## src/rtl/pipe_hazard_ctrl_pkg.sv

```systemverilog
// pipe_hazard_ctrl: shared types and constants for the hazard sequencer.
// Optional counters are enabled with PIPE_HAZARD_PERF_EN.
package pipe_hazard_ctrl_pkg;

    typedef enum logic {
        RUN      = 1'b0,
        MDU_BUSY = 1'b1
    } mdu_state_e;

    localparam int REG_W_DEF = 5;

    // Register $zero never carries a real dependency.
    localparam int ZERO_REG = 0;

    typedef struct packed {
        logic pc_write;
        logic ifid_write;
        logic ifid_flush;
        logic idex_flush;
        logic freeze;
    } hazard_ctl_t;

endpackage

```

## src/rtl/pipe_hazard_ctrl_if.sv

```systemverilog
// pipe_hazard_ctrl: pipeline-facing signal bundle of the hazard sequencer.
// Counter outputs exist only when PIPE_HAZARD_PERF_EN is defined.
interface pipe_hazard_ctrl_if
    import pipe_hazard_ctrl_pkg::*;
#(
    parameter int REG_W = REG_W_DEF
);
    logic [REG_W-1:0] id_rs;
    logic [REG_W-1:0] id_rt;
    logic             id_uses_rt;
    logic             ex_mem_read;
    logic [REG_W-1:0] ex_rt;
    logic             id_branch_taken;
    logic             id_jump;
    logic             id_mdu_start;
    logic             id_mdu_read;
    logic             mem_req;
    logic             dmem_ready;

    logic pc_write;
    logic ifid_write;
    logic ifid_flush;
    logic idex_flush;
    logic freeze;
    logic mdu_busy;
`ifdef PIPE_HAZARD_PERF_EN
    logic [31:0] stall_cycles;
    logic [31:0] flush_count;
`endif

    modport master (
        output id_rs, id_rt, id_uses_rt,
        output ex_mem_read, ex_rt,
        output id_branch_taken, id_jump,
        output id_mdu_start, id_mdu_read,
        output mem_req, dmem_ready,
        input  pc_write, ifid_write,
        input  ifid_flush, idex_flush,
        input  freeze, mdu_busy
`ifdef PIPE_HAZARD_PERF_EN
        , input stall_cycles, flush_count
`endif
    );

    modport slave (
        input  id_rs, id_rt, id_uses_rt,
        input  ex_mem_read, ex_rt,
        input  id_branch_taken, id_jump,
        input  id_mdu_start, id_mdu_read,
        input  mem_req, dmem_ready,
        output pc_write, ifid_write,
        output ifid_flush, idex_flush,
        output freeze, mdu_busy
`ifdef PIPE_HAZARD_PERF_EN
        , output stall_cycles, flush_count
`endif
    );

endinterface

```

## src/rtl/hazard_mdu_timer.sv

```systemverilog
// hazard_mdu_timer: models the fixed-latency MDU as a busy countdown.
// Reset doubles as abort: an in-flight operation is dropped at once.
module hazard_mdu_timer
    import pipe_hazard_ctrl_pkg::*;
#(
    parameter int MDU_CYCLES = 32
) (
    input  logic clk,
    input  logic reset,
    input  logic start,
    output logic mdu_busy
);

    mdu_state_e state_q;
    mdu_state_e state_d;
    logic [7:0] cnt_q;
    logic [7:0] cnt_d;

    // State and countdown registers.
    always_ff @(posedge clk) begin
        if (reset) begin
            state_q <= RUN;
            cnt_q   <= '0;
        end else begin
            state_q <= state_d;
            cnt_q   <= cnt_d;
        end
    end

    // Load on an accepted start; count down every cycle while busy.
    always_comb begin
        state_d = state_q;
        cnt_d   = cnt_q;
        unique case (state_q)
            RUN: begin
                if (start) begin
                    cnt_d   = 8'(MDU_CYCLES - 1);
                    state_d = MDU_BUSY;
                end
            end
            MDU_BUSY: begin
                cnt_d = cnt_q - 8'd1;
                if (cnt_q == 8'd1) begin
                    cnt_d   = '0;
                    state_d = RUN;
                end
            end
        endcase
    end

    assign mdu_busy = (state_q == MDU_BUSY);

endmodule

```

## src/rtl/pipe_hazard_ctrl.sv

```systemverilog
// pipe_hazard_ctrl: stall/flush sequencer for the 5-stage pipeline.
// Define PIPE_HAZARD_PERF_EN to add stall and flush counters.
module pipe_hazard_ctrl
    import pipe_hazard_ctrl_pkg::*;
#(
    parameter int MDU_CYCLES = 32,
    parameter int REG_W      = REG_W_DEF
) (
    input logic               clk,
    input logic               reset,
    pipe_hazard_ctrl_if.slave bus
);

    logic        mem_wait;
    logic        load_use;
    logic        mdu_haz;
    logic        ctrl;
    logic        mdu_busy;
    logic        mdu_accept;
    hazard_ctl_t ctl;

    assign mem_wait = bus.mem_req & ~bus.dmem_ready;
    assign ctrl     = bus.id_branch_taken | bus.id_jump;
    assign mdu_haz  = mdu_busy
                    & (bus.id_mdu_read | bus.id_mdu_start);
    assign load_use = bus.ex_mem_read
                    & (bus.ex_rt != REG_W'(ZERO_REG))
                    & ((bus.ex_rt == bus.id_rs)
                      | (bus.id_uses_rt
                        & (bus.ex_rt == bus.id_rt)));

    // A start only counts when ID actually advances.
    assign mdu_accept = bus.id_mdu_start & ~reset
                      & ~mem_wait & ~load_use & ~mdu_haz;

    hazard_mdu_timer #(
        .MDU_CYCLES(MDU_CYCLES)
    ) u_mdu_timer (
        .clk     (clk),
        .reset   (reset),
        .start   (mdu_accept),
        .mdu_busy(mdu_busy)
    );

    // Priority: memory wait, then stalls, then control flush.
    always_comb begin
        ctl            = '0;
        ctl.pc_write   = 1'b1;
        ctl.ifid_write = 1'b1;
        if (reset) begin
            ctl.pc_write = 1'b1;
        end else if (mem_wait) begin
            ctl.freeze     = 1'b1;
            ctl.pc_write   = 1'b0;
            ctl.ifid_write = 1'b0;
        end else if (load_use | mdu_haz) begin
            ctl.pc_write   = 1'b0;
            ctl.ifid_write = 1'b0;
            ctl.idex_flush = 1'b1;
        end else if (ctrl) begin
            ctl.ifid_flush = 1'b1;
        end
    end

    assign bus.pc_write   = ctl.pc_write;
    assign bus.ifid_write = ctl.ifid_write;
    assign bus.ifid_flush = ctl.ifid_flush;
    assign bus.idex_flush = ctl.idex_flush;
    assign bus.freeze     = ctl.freeze;
    assign bus.mdu_busy   = mdu_busy;

`ifdef PIPE_HAZARD_PERF_EN
    logic [31:0] stall_q;
    logic [31:0] flush_q;

    // Free-running wrap-around event counters.
    always_ff @(posedge clk) begin
        if (reset) begin
            stall_q <= '0;
            flush_q <= '0;
        end else begin
            if (!ctl.pc_write) begin
                stall_q <= stall_q + 32'd1;
            end
            if (ctl.ifid_flush) begin
                flush_q <= flush_q + 32'd1;
            end
        end
    end

    assign bus.stall_cycles = stall_q;
    assign bus.flush_count  = flush_q;
`endif

endmodule

```

## src/flat_wrapper.sv

```systemverilog
// flat-port wrapper written by rule: the top's interface ports become plain ports
module pipe_hazard_ctrl_flat import pipe_hazard_ctrl_pkg::*;
#(
    parameter int MDU_CYCLES = 32,
    parameter int REG_W      = REG_W_DEF
)
  (clk, reset, bus_id_rs, bus_id_rt, bus_id_uses_rt, bus_ex_mem_read, bus_ex_rt, bus_id_branch_taken, bus_id_jump, bus_id_mdu_start, bus_id_mdu_read, bus_mem_req, bus_dmem_ready, bus_pc_write, bus_ifid_write, bus_ifid_flush, bus_idex_flush, bus_freeze, bus_mdu_busy);
  pipe_hazard_ctrl_if #(.REG_W(REG_W)) bus_i ();
  input logic clk;
  input logic reset;
  input wire logic [$bits(bus_i.id_rs)-1:0] bus_id_rs;
  input wire logic [$bits(bus_i.id_rt)-1:0] bus_id_rt;
  input wire logic [$bits(bus_i.id_uses_rt)-1:0] bus_id_uses_rt;
  input wire logic [$bits(bus_i.ex_mem_read)-1:0] bus_ex_mem_read;
  input wire logic [$bits(bus_i.ex_rt)-1:0] bus_ex_rt;
  input wire logic [$bits(bus_i.id_branch_taken)-1:0] bus_id_branch_taken;
  input wire logic [$bits(bus_i.id_jump)-1:0] bus_id_jump;
  input wire logic [$bits(bus_i.id_mdu_start)-1:0] bus_id_mdu_start;
  input wire logic [$bits(bus_i.id_mdu_read)-1:0] bus_id_mdu_read;
  input wire logic [$bits(bus_i.mem_req)-1:0] bus_mem_req;
  input wire logic [$bits(bus_i.dmem_ready)-1:0] bus_dmem_ready;
  output wire logic [$bits(bus_i.pc_write)-1:0] bus_pc_write;
  output wire logic [$bits(bus_i.ifid_write)-1:0] bus_ifid_write;
  output wire logic [$bits(bus_i.ifid_flush)-1:0] bus_ifid_flush;
  output wire logic [$bits(bus_i.idex_flush)-1:0] bus_idex_flush;
  output wire logic [$bits(bus_i.freeze)-1:0] bus_freeze;
  output wire logic [$bits(bus_i.mdu_busy)-1:0] bus_mdu_busy;
  assign bus_i.id_rs = bus_id_rs;
  assign bus_i.id_rt = bus_id_rt;
  assign bus_i.id_uses_rt = bus_id_uses_rt;
  assign bus_i.ex_mem_read = bus_ex_mem_read;
  assign bus_i.ex_rt = bus_ex_rt;
  assign bus_i.id_branch_taken = bus_id_branch_taken;
  assign bus_i.id_jump = bus_id_jump;
  assign bus_i.id_mdu_start = bus_id_mdu_start;
  assign bus_i.id_mdu_read = bus_id_mdu_read;
  assign bus_i.mem_req = bus_mem_req;
  assign bus_i.dmem_ready = bus_dmem_ready;
  assign bus_pc_write = bus_i.pc_write;
  assign bus_ifid_write = bus_i.ifid_write;
  assign bus_ifid_flush = bus_i.ifid_flush;
  assign bus_idex_flush = bus_i.idex_flush;
  assign bus_freeze = bus_i.freeze;
  assign bus_mdu_busy = bus_i.mdu_busy;
  pipe_hazard_ctrl #(.MDU_CYCLES(MDU_CYCLES), .REG_W(REG_W)) u_core (.clk(clk), .reset(reset), .bus(bus_i));
endmodule
```

## config.mk

```make
export PLATFORM = sky130hd
export DESIGN_NAME = pipe_hazard_ctrl_flat
export DESIGN_NICKNAME = d
export VERILOG_FILES = /design/src/rtl/pipe_hazard_ctrl_pkg.sv /design/src/rtl/pipe_hazard_ctrl_if.sv /design/src/rtl/hazard_mdu_timer.sv /design/src/rtl/pipe_hazard_ctrl.sv /design/src/flat_wrapper.sv
export SDC_FILE = /design/constraint.sdc
export NUM_CORES = 1
export LEC_CHECK = 0
export CORE_MARGIN = 5
export CORE_UTILIZATION = 34
export DETAILED_ROUTE_END_ITERATION = 10
export HOLD_SLACK_MARGIN = 0.15
export PLACE_DENSITY = 0.67
export RECOVER_POWER = 100
export REMOVE_ABC_BUFFERS = 1
export SYNTH_ARGS = -nofsm -noshare
export SYNTH_HDL_FRONTEND = slang
export SYNTH_SLANG_ARGS = --single-unit
```

## constraint.sdc

```tcl
create_clock -name clk -period 2.5 [get_ports clk]
set_input_delay 0.5 -clock clk [delete_from_list [all_inputs] [get_ports clk]]
set_output_delay 0.5 -clock clk [all_outputs]
set_load 0.02 [all_outputs]
```

==> results.txt, run 1 <==
The register-to-register setup slack came out at 0.76 ns. The number of setup violations in the final report came out at 0. The worst clock skew on the final layout came out at 0.0107 ns. The capturing element type of the critical path is a primary output.

Row generation in the floorplan step produced 16 rows. By area the synthesized netlist is led by dfxtp_1, xnor2_1, nor2_1. In this run the tightest slew margin relative to its limit is 64.5%. The worst vdd rail ir drop came out at 331 uV. The clock sink count is 9. The total via count in the routed design came out at 768.

The post-layout instance area is 0.00111 mm^2. The max-slew violation count was 0. The aggregate negative setup slack is 0 ns. The post-place instance area came out at 0.00108 mm^2. Static timing analysis puts the maximum clock frequency at 0.412 GHz. The total design power is 543 uW. The first global-routing pass estimated 3370 um of wire. The global placement routability congestion came out at 0.755. The synthesis-to-layout area growth came out at 57.0%.

The cell depth of the worst hold path came out at 2. The detail route stage leaves a number of antenna-violating nets equal to 0. The number of port buffers is 30.

The flow ran to the end, and the final reports show no timing, DRC or antenna violations. The class of the worst hold path is register to register. The floorplan step defined a core boundary enclosing 0.00198 mm^2. The initial antenna violation count came out at 0. For this run, global-route usage on met3 was measured as 3.48%. The met2 capacity usage during global routing came out at 27.2%.

The DRC violation count after routing came out at 0. The power density relative to cell area came out at 489 mW/mm^2. The post-route netlist has 15.6% of its cells at a drive strength greater than 1. Averaged over all synthesized cells, the footprint is 8.03 um^2. The critical path class is primary input to primary output. The synthesis warning total came out at 0. The maximum number of pins on one net before global-route repair came out at 11. The worst setup path is launched from a primary input. The wire length after detailed routing came out at 1970 um. The total clock buffers created by CTS came out at 3. The path with the worst hold slack has its endpoint at u_core.u_mdu_timer.cnt_q[7].

The startpoint identified for the worst hold timing path is u_core.u_mdu_timer.cnt_q[7]. The first detailed-routing pass took 4 iterations. The number of maximum-capacitance constraint violations came out at 0.

The area of the multi-input gates came out at 499 um^2. At the pin with the least slew margin, the transition time is 0.533 ns. The post-synthesis cell count came out at 88. In the layout the commonest cells are clkdlybuf4s50_1, xnor2_1, nor2_1, buf_4, dfxtp_1. The layer flagged by global routing as most heavily used is met2. The netlist uses 35 different library cells. The cell sitting at the root of the clock tree is a clkbuf_4.

The hold violation total from the final report is 0. The vertical die dimension is 55.6 um. The first routing iteration left 10 violations. The detailed-route vias per instance came out at 4.95.

After synthesis the cells add up to 707 um^2. The worst register-to-register path begins at u_core.u_mdu_timer.cnt_q[0]. The cell count after placement is 149. The final global-route overflow total is 0.

The clock tree from TritonCTS is built. Global routing used 13.4% of the available tracks. The post-synthesis sequential element count is 9. Traced cell by cell, the critical path runs through dlygate4sd2_1 -> or4_1 -> o21a_1 -> nand2_2 -> o2111a_1 -> buf_4. Along the worst path, the maximum fanout reaches 3. The worst register-to-register path has a depth of 6.

The clock passes through at most 2 buffers. The largest incremental delay on the critical path is 0.52 ns. The met1 layer usage reported by global route is 13.1%. The part of the Yosys area used for sequential elements came out at 25.5%. The die boundary width is 55.6 um. The routed length per instance is 12.7 um.

The antenna cell count came out at 0. Clock latency on the worst-skew pair, taken at its later pin, is 0.26 ns. The endpoint of the worst-slack reg-to-reg timing path is u_core.u_mdu_timer.cnt_q[0]. On the critical path, the stage with the largest delay is an instance of or4_1. The number of placed I/O pins is 31.

The maximum level of the CTS H-tree is 1. For the worst setup path, the data arrival time is 1.93 ns. The count of placed standard cells in the final layout, fillers left out is 155. Setup repair after global routing could not meet its margin everywhere. The number of fillers in the final layout is 188. The area taken by flip-flops and latches came out at 180 um^2. The clock period minus worst slack is 2.43 ns. Of all cell types, the one taking the most synthesized area is dfxtp_1.

The commonest non-fill, non-tap cell in the layout is clkdlybuf4s50_1. The via count of the first global-routing pass was 791. The initial core utilization came out at 35.7%. The total die area came out at 0.00309 mm^2.

The top cell type's share of synthesized area is 25.5%. For this design, the CTS-stage hold fixing added 0 buffers. Once detailed placement completed, the half-perimeter wirelength came to 1620 um. The critical path data required time came out at 2.00 ns. The total leakage power came out at 0.000461 uW. Clock-pin slew was measured on the worst setup and hold paths at 0.07 ns. The final cycle utilization of the critical path came out at 97.1%. The final layout contains 156 nets.
[area by class of cell]
type	count	share of cell area [%]
multi-input combinational	73	45.0
sequential	9	16.2
timing repair buffer	39	32.4
tap	27	3.04
clock buffer	4	2.37
inverter	3	1.01
[through the flow]
stage	setup WS, ns	hold WS, ns	utilization, %
finish	0.0728	0.557	56.0
global route	-0.00163	0.600	56.0
CTS	0.0387	0.556	55.4
detailed placement	-0.586	0.548	54.4
global placement	-0.584	0.530	54.4
floorplan	0.288	0.515	-
[power by group]
| part | internal (uW) | total [uW] | leakage (uW) | switching [uW] |
|---|---|---|---|---|
| Clock | 61.4 | 111 | 0.0000150 | 49.8 |
| Sequential | 168 | 203 | 0.0000743 | 35.2 |
| Combinational | 125 | 229 | 0.000372 | 104 |
| Total | 354 | 543 | 0.000461 | 189 |
[state kept, by name, indices dropped and copies added (netlist names)]
name,count
u_core.u_mdu_timer.cnt_q,8
u_core.u_mdu_timer.mdu_busy,1
[worst max-delay path by stage]
stage                                 to  cells after the start  slack [ns]          from
after CTS                 bus_idex_flush                      8        0.04  bus_id_rt[2]
after floorplan           bus_ifid_write                      4        0.29  bus_ex_rt[0]
after global placement    bus_ifid_flush                      6       -0.58  bus_ex_rt[1]
after detailed placement  bus_ifid_flush                      6       -0.59  bus_ex_rt[1]
final                     bus_ifid_flush                      6        0.07  bus_ex_rt[1]
after global routing      bus_ifid_write                      6      -0.002  bus_ex_rt[0]
[cells by family (layout without fill, tap and decap cells)]
kind of cell    count (synthesis)  after routing  share of synthesized area (%)
xor+xnor                       12             12                           14.9
flops                           9              9                           25.5
mux                             2              2                           2.83
fa+ha+maj                       2              2                           3.54
buf+inv                         6             46                           3.89
compound gates                 19             19                           21.9
simple gates                   38             38                           27.4
[routing by layer]
| metal | vias up | wire [um] | share of wire [%] |
|---|---|---|---|
| li1 | 395 | - | - |
| met1 | 363 | 783 | 40 |
| met2 | 8 | 1140 | 58 |
| met3 | 2 | 40 | 2.0 |
| met4 | 0 | 9 | 0.46 |
| met5 | - | 0 | 0 |
[cell usage after synthesis]
cell	instances
a21boi_1	1
o211ai_1	1
a21oi_1	1
nand2_1	8
buf_4	1
nor3_1	3
a211oi_1	1
o31a_1	2
a211o_1	2
nand2b_1	3
o21a_1	1
nor2b_1	3
o21ai_0	3
clkbuf_1	1
nor4_1	2
nor2_1	9
a31o_1	1
o2111a_1	1
mux2i_1	2
buf_2	1
xor2_1	1
dfxtp_1	9
o22ai_2	1
xnor2_1	11
a31oi_1	1
or4_1	1
o21bai_1	2
nand2_2	1
nand3_1	4
nand4_1	2
or4_4	1
inv_1	3
a21oi_4	1
nor3b_1	1
ha_1	2
[critical path: cells and delay by family]
| kind | cells | cell delay (ns) |
|---|---|---|
| simple gates | 2 | 0.62 |
| buf+inv | 2 | 0.41 |
| compound gates | 2 | 0.40 |
[repair_timing]
item	CTS	global route
setup endpoints to repair	4	1
buffers inserted	1	1
cloned	0	0
pin swaps	2	6
resized for setup	24	5
No activity file was read; power rests on OpenSTA's default activity.
==> inputs of run 2 (changes only) <==
PLACE_DENSITY = 0.7   (was 0.67)
clock period = 2.14 ns   (was 2.5 ns; I/O delays follow)
==> results.txt, run 2 (synthesized netlist as in run 1, its figures left out) <==
The worst max-slew margin expressed relative to the limit came out at 64.9% (+0.36 points). The initial core utilization is 35.7% (unchanged). The number of setup violations in the final report came out at 0 (unchanged). The number of cell rows came out at 16 (unchanged). The total clock buffers created by CTS is 3 (unchanged). The total design power came out at 659 uW (+21%). The total die area came to 0.00309 mm^2 (unchanged). The post-layout net count came out at 160 (+2.6%). The total leakage power came out at 0.000517 uW (+12%).

The global-route wire length before repair is 3660 um (+8.6%). The post-layout instance area is 0.00118 mm^2 (+6.0%). The overall fraction of global-route tracks in use is 14.7% (+1.4 points).

The max-slew violation count is 0 (unchanged). The via count of the first global-routing pass is 847 (+7.1%). The flow ran to the end, and the final reports show no timing, DRC or antenna violations.

The routed length per instance is 13.5 um (+5.8%). The clock period minus worst slack is 2.08 ns. The register clock-pin slew on the reported worst setup and hold paths came out at 0.06 ns (about the same). The worst vdd rail ir drop is 427 uV (+29%).

Setup repair after global routing left no endpoint under its margin. The initial antenna violation count came out at 0 (unchanged). The core box area came to 0.00198 mm^2 (unchanged). The detailed-route vias per instance is 4.92 (-0.61%). The hold violation total from the final report came out at 0 (unchanged). The area taken by flip-flops and latches is 180 um^2 (unchanged). The clock sink count came out at 9 (unchanged). The data arrival at the endpoint of the critical path was 1.65 ns (-0.28 ns). The final worst setup slack is 0.0610 ns (-0.0119 ns). The maximum level of the CTS H-tree came to 1 (unchanged). The maximum frequency from static timing analysis is 0.481 GHz. The post-detailed-route count of antenna-violating nets is 0 (unchanged).

The area of the multi-input gates is 561 um^2 (+12%). The maximum number of pins on one net before global-route repair came to 11 (unchanged). The vertical die dimension is 55.6 um (unchanged). STA classifies the critical path startpoint as a primary input. The wire length after detailed routing is 2140 um (+8.6%). The total via count in the routed design came out at 783 (+2.0%).

The number of port buffers is 30 (unchanged). The pin slew with the least headroom to its limit came out at 0.527 ns (-0.00541 ns). The antenna cell count is 0 (unchanged). The largest fanout of any net on the critical path is 10 (+7). The worst clock skew on the final layout is 0.00399 ns (-0.00671 ns). The class of the worst hold path is register to register. The number of DRC markers after the initial detailed-route iteration is 9 (-1). The DRC violation count after routing came out at 0 (unchanged). The critical path is of the primary input to primary output type.

In the layout the commonest cells are buf_4, dlygate4sd2_1, nor2_1, dfxtp_1. The number of maximum-capacitance constraint violations came to 0 (unchanged). u_core.u_mdu_timer.cnt_q holds more flip-flops than any other register. Relative to the synthesized area, the layout overhead comes to 66.4%. The source-to-sink clock delay at the later pin of the worst-skew pair is 0.27 ns (about the same).

The core occupancy in the finished layout is 59.3% (+3.3 points). TritonCTS built the clock tree. The number of fillers in the final layout came out at 186 (-1.1%). The power density relative to cell area was 561 mW/mm^2 (+15%). The total iterations of the first detailed-routing run came to 4 (unchanged). The number of placed I/O pins came out at 31 (unchanged). The fraction of layout cells with a size suffix above 1 is 28.0% (+12 points). The aggregate negative setup slack was 0 ns (unchanged). The library cell used most frequently in the layout, excluding fill and tap cells, is buf_4. The flip-flop count of the largest register after layout is 8 (unchanged). The final global-route overflow total came out at 0 (unchanged). The capturing element type of the critical path is a primary output. The final cycle utilization of the critical path came out at 97.2%. The die boundary width came out at 55.6 um (unchanged). The post-place instance area is 0.00111 mm^2 (+3.5%).

The root buffer cell chosen for the clock tree is clkbuf_4. The global placement routability congestion is 0.829 (+9.8%). The worst setup slack before clock tree synthesis is -0.756 ns (-0.170 ns). The deepest clock path buffer count came out at 2 (unchanged).

The post-DP HPWL came to 1640 um (+1.3%). The critical path data required time came out at 1.71 ns (-0.29 ns).
run 2: cell types whose count changed in the layout (fill, tap and decap cells not counted), moves of 2 or more:
cell / delta
clkdlybuf4s50_1: -10
xnor2_1: -6
dlygate4sd2_1: +5
xnor2_2: +5
buf_4: +3
buf_6: +3
clkbuf_2: +3
dlymetal6s2s_1: -2
run 2: final cells by class:
cell class / instances / area share (%)
multi-input cells: 73 / 47.7
repair buffers: 43 / 31.0
flip-flops and latches: 9 / 15.3
well taps: 27 / 2.87
clock buffers: 4 / 2.23
inverters: 3 / 0.957
run 2: repair_timing:
item,4_1_cts,5_1_grt
pin swaps,19,12
resized for setup,56,11
buffers inserted,1,0
cloned,0,0
hold buffers,0,0
setup endpoints to repair,5,4
run 2: path summary, 6_finish.rpt:
| check | slack [ns] | to | depth (start not counted) | start |
|---|---|---|---|---|
| min | 0.57 | u_core.u_mdu_timer.cnt_q[7] | 2 | u_core.u_mdu_timer.cnt_q[7] |
| min reg2reg | 0.57 | u_core.u_mdu_timer.cnt_q[7] | 2 | u_core.u_mdu_timer.cnt_q[7] |
| max | 0.06 | bus_freeze | 4 | reset |
| max reg2reg | 0.37 | u_core.u_mdu_timer.cnt_q[0] | 6 | u_core.u_mdu_timer.cnt_q[0] |
run 2: worst max-delay path, stage by stage:
cell	delay, ns
dlygate4sd3_1	0.59
buf_4	0.19
nor2_1	0.10
dlygate4sd2_1	0.33
run 2: power breakdown:
part | switching [uW] | total [uW] | internal (uW)
Combinational | 136 | 295 | 158
Sequential | 35.5 | 232 | 196
Clock | 61.2 | 133 | 72.0
run 2: routing by layer:
| layer | share of wire (%) | global-route usage (%) | up-vias |
|---|---|---|---|
| li1 | - | - | 403 |
| met1 | 42 | 16.2 | 363 |
| met2 | 54 | 27.7 | 15 |
| met3 | 3.1 | 3.48 | 2 |
| met4 | 0.89 | 4.17 | 0 |
| met5 | 0 | 0 | - |
run 2: stage by stage:
step | hold WS [ns] | instances
after detailed placement | 0.558 | 154
after floorplan | 0.501 | 85
after global placement | 0.534 | 154
final | 0.566 | 159
after CTS | 0.566 | 159
after global routing | 0.612 | 159
==> inputs of run 3 (changes only) <==
CAP_MARGIN = 20   (was default)
==> results of run 3 <==
Same layout as run 2: the final DEF is identical, and so are final timing and power.
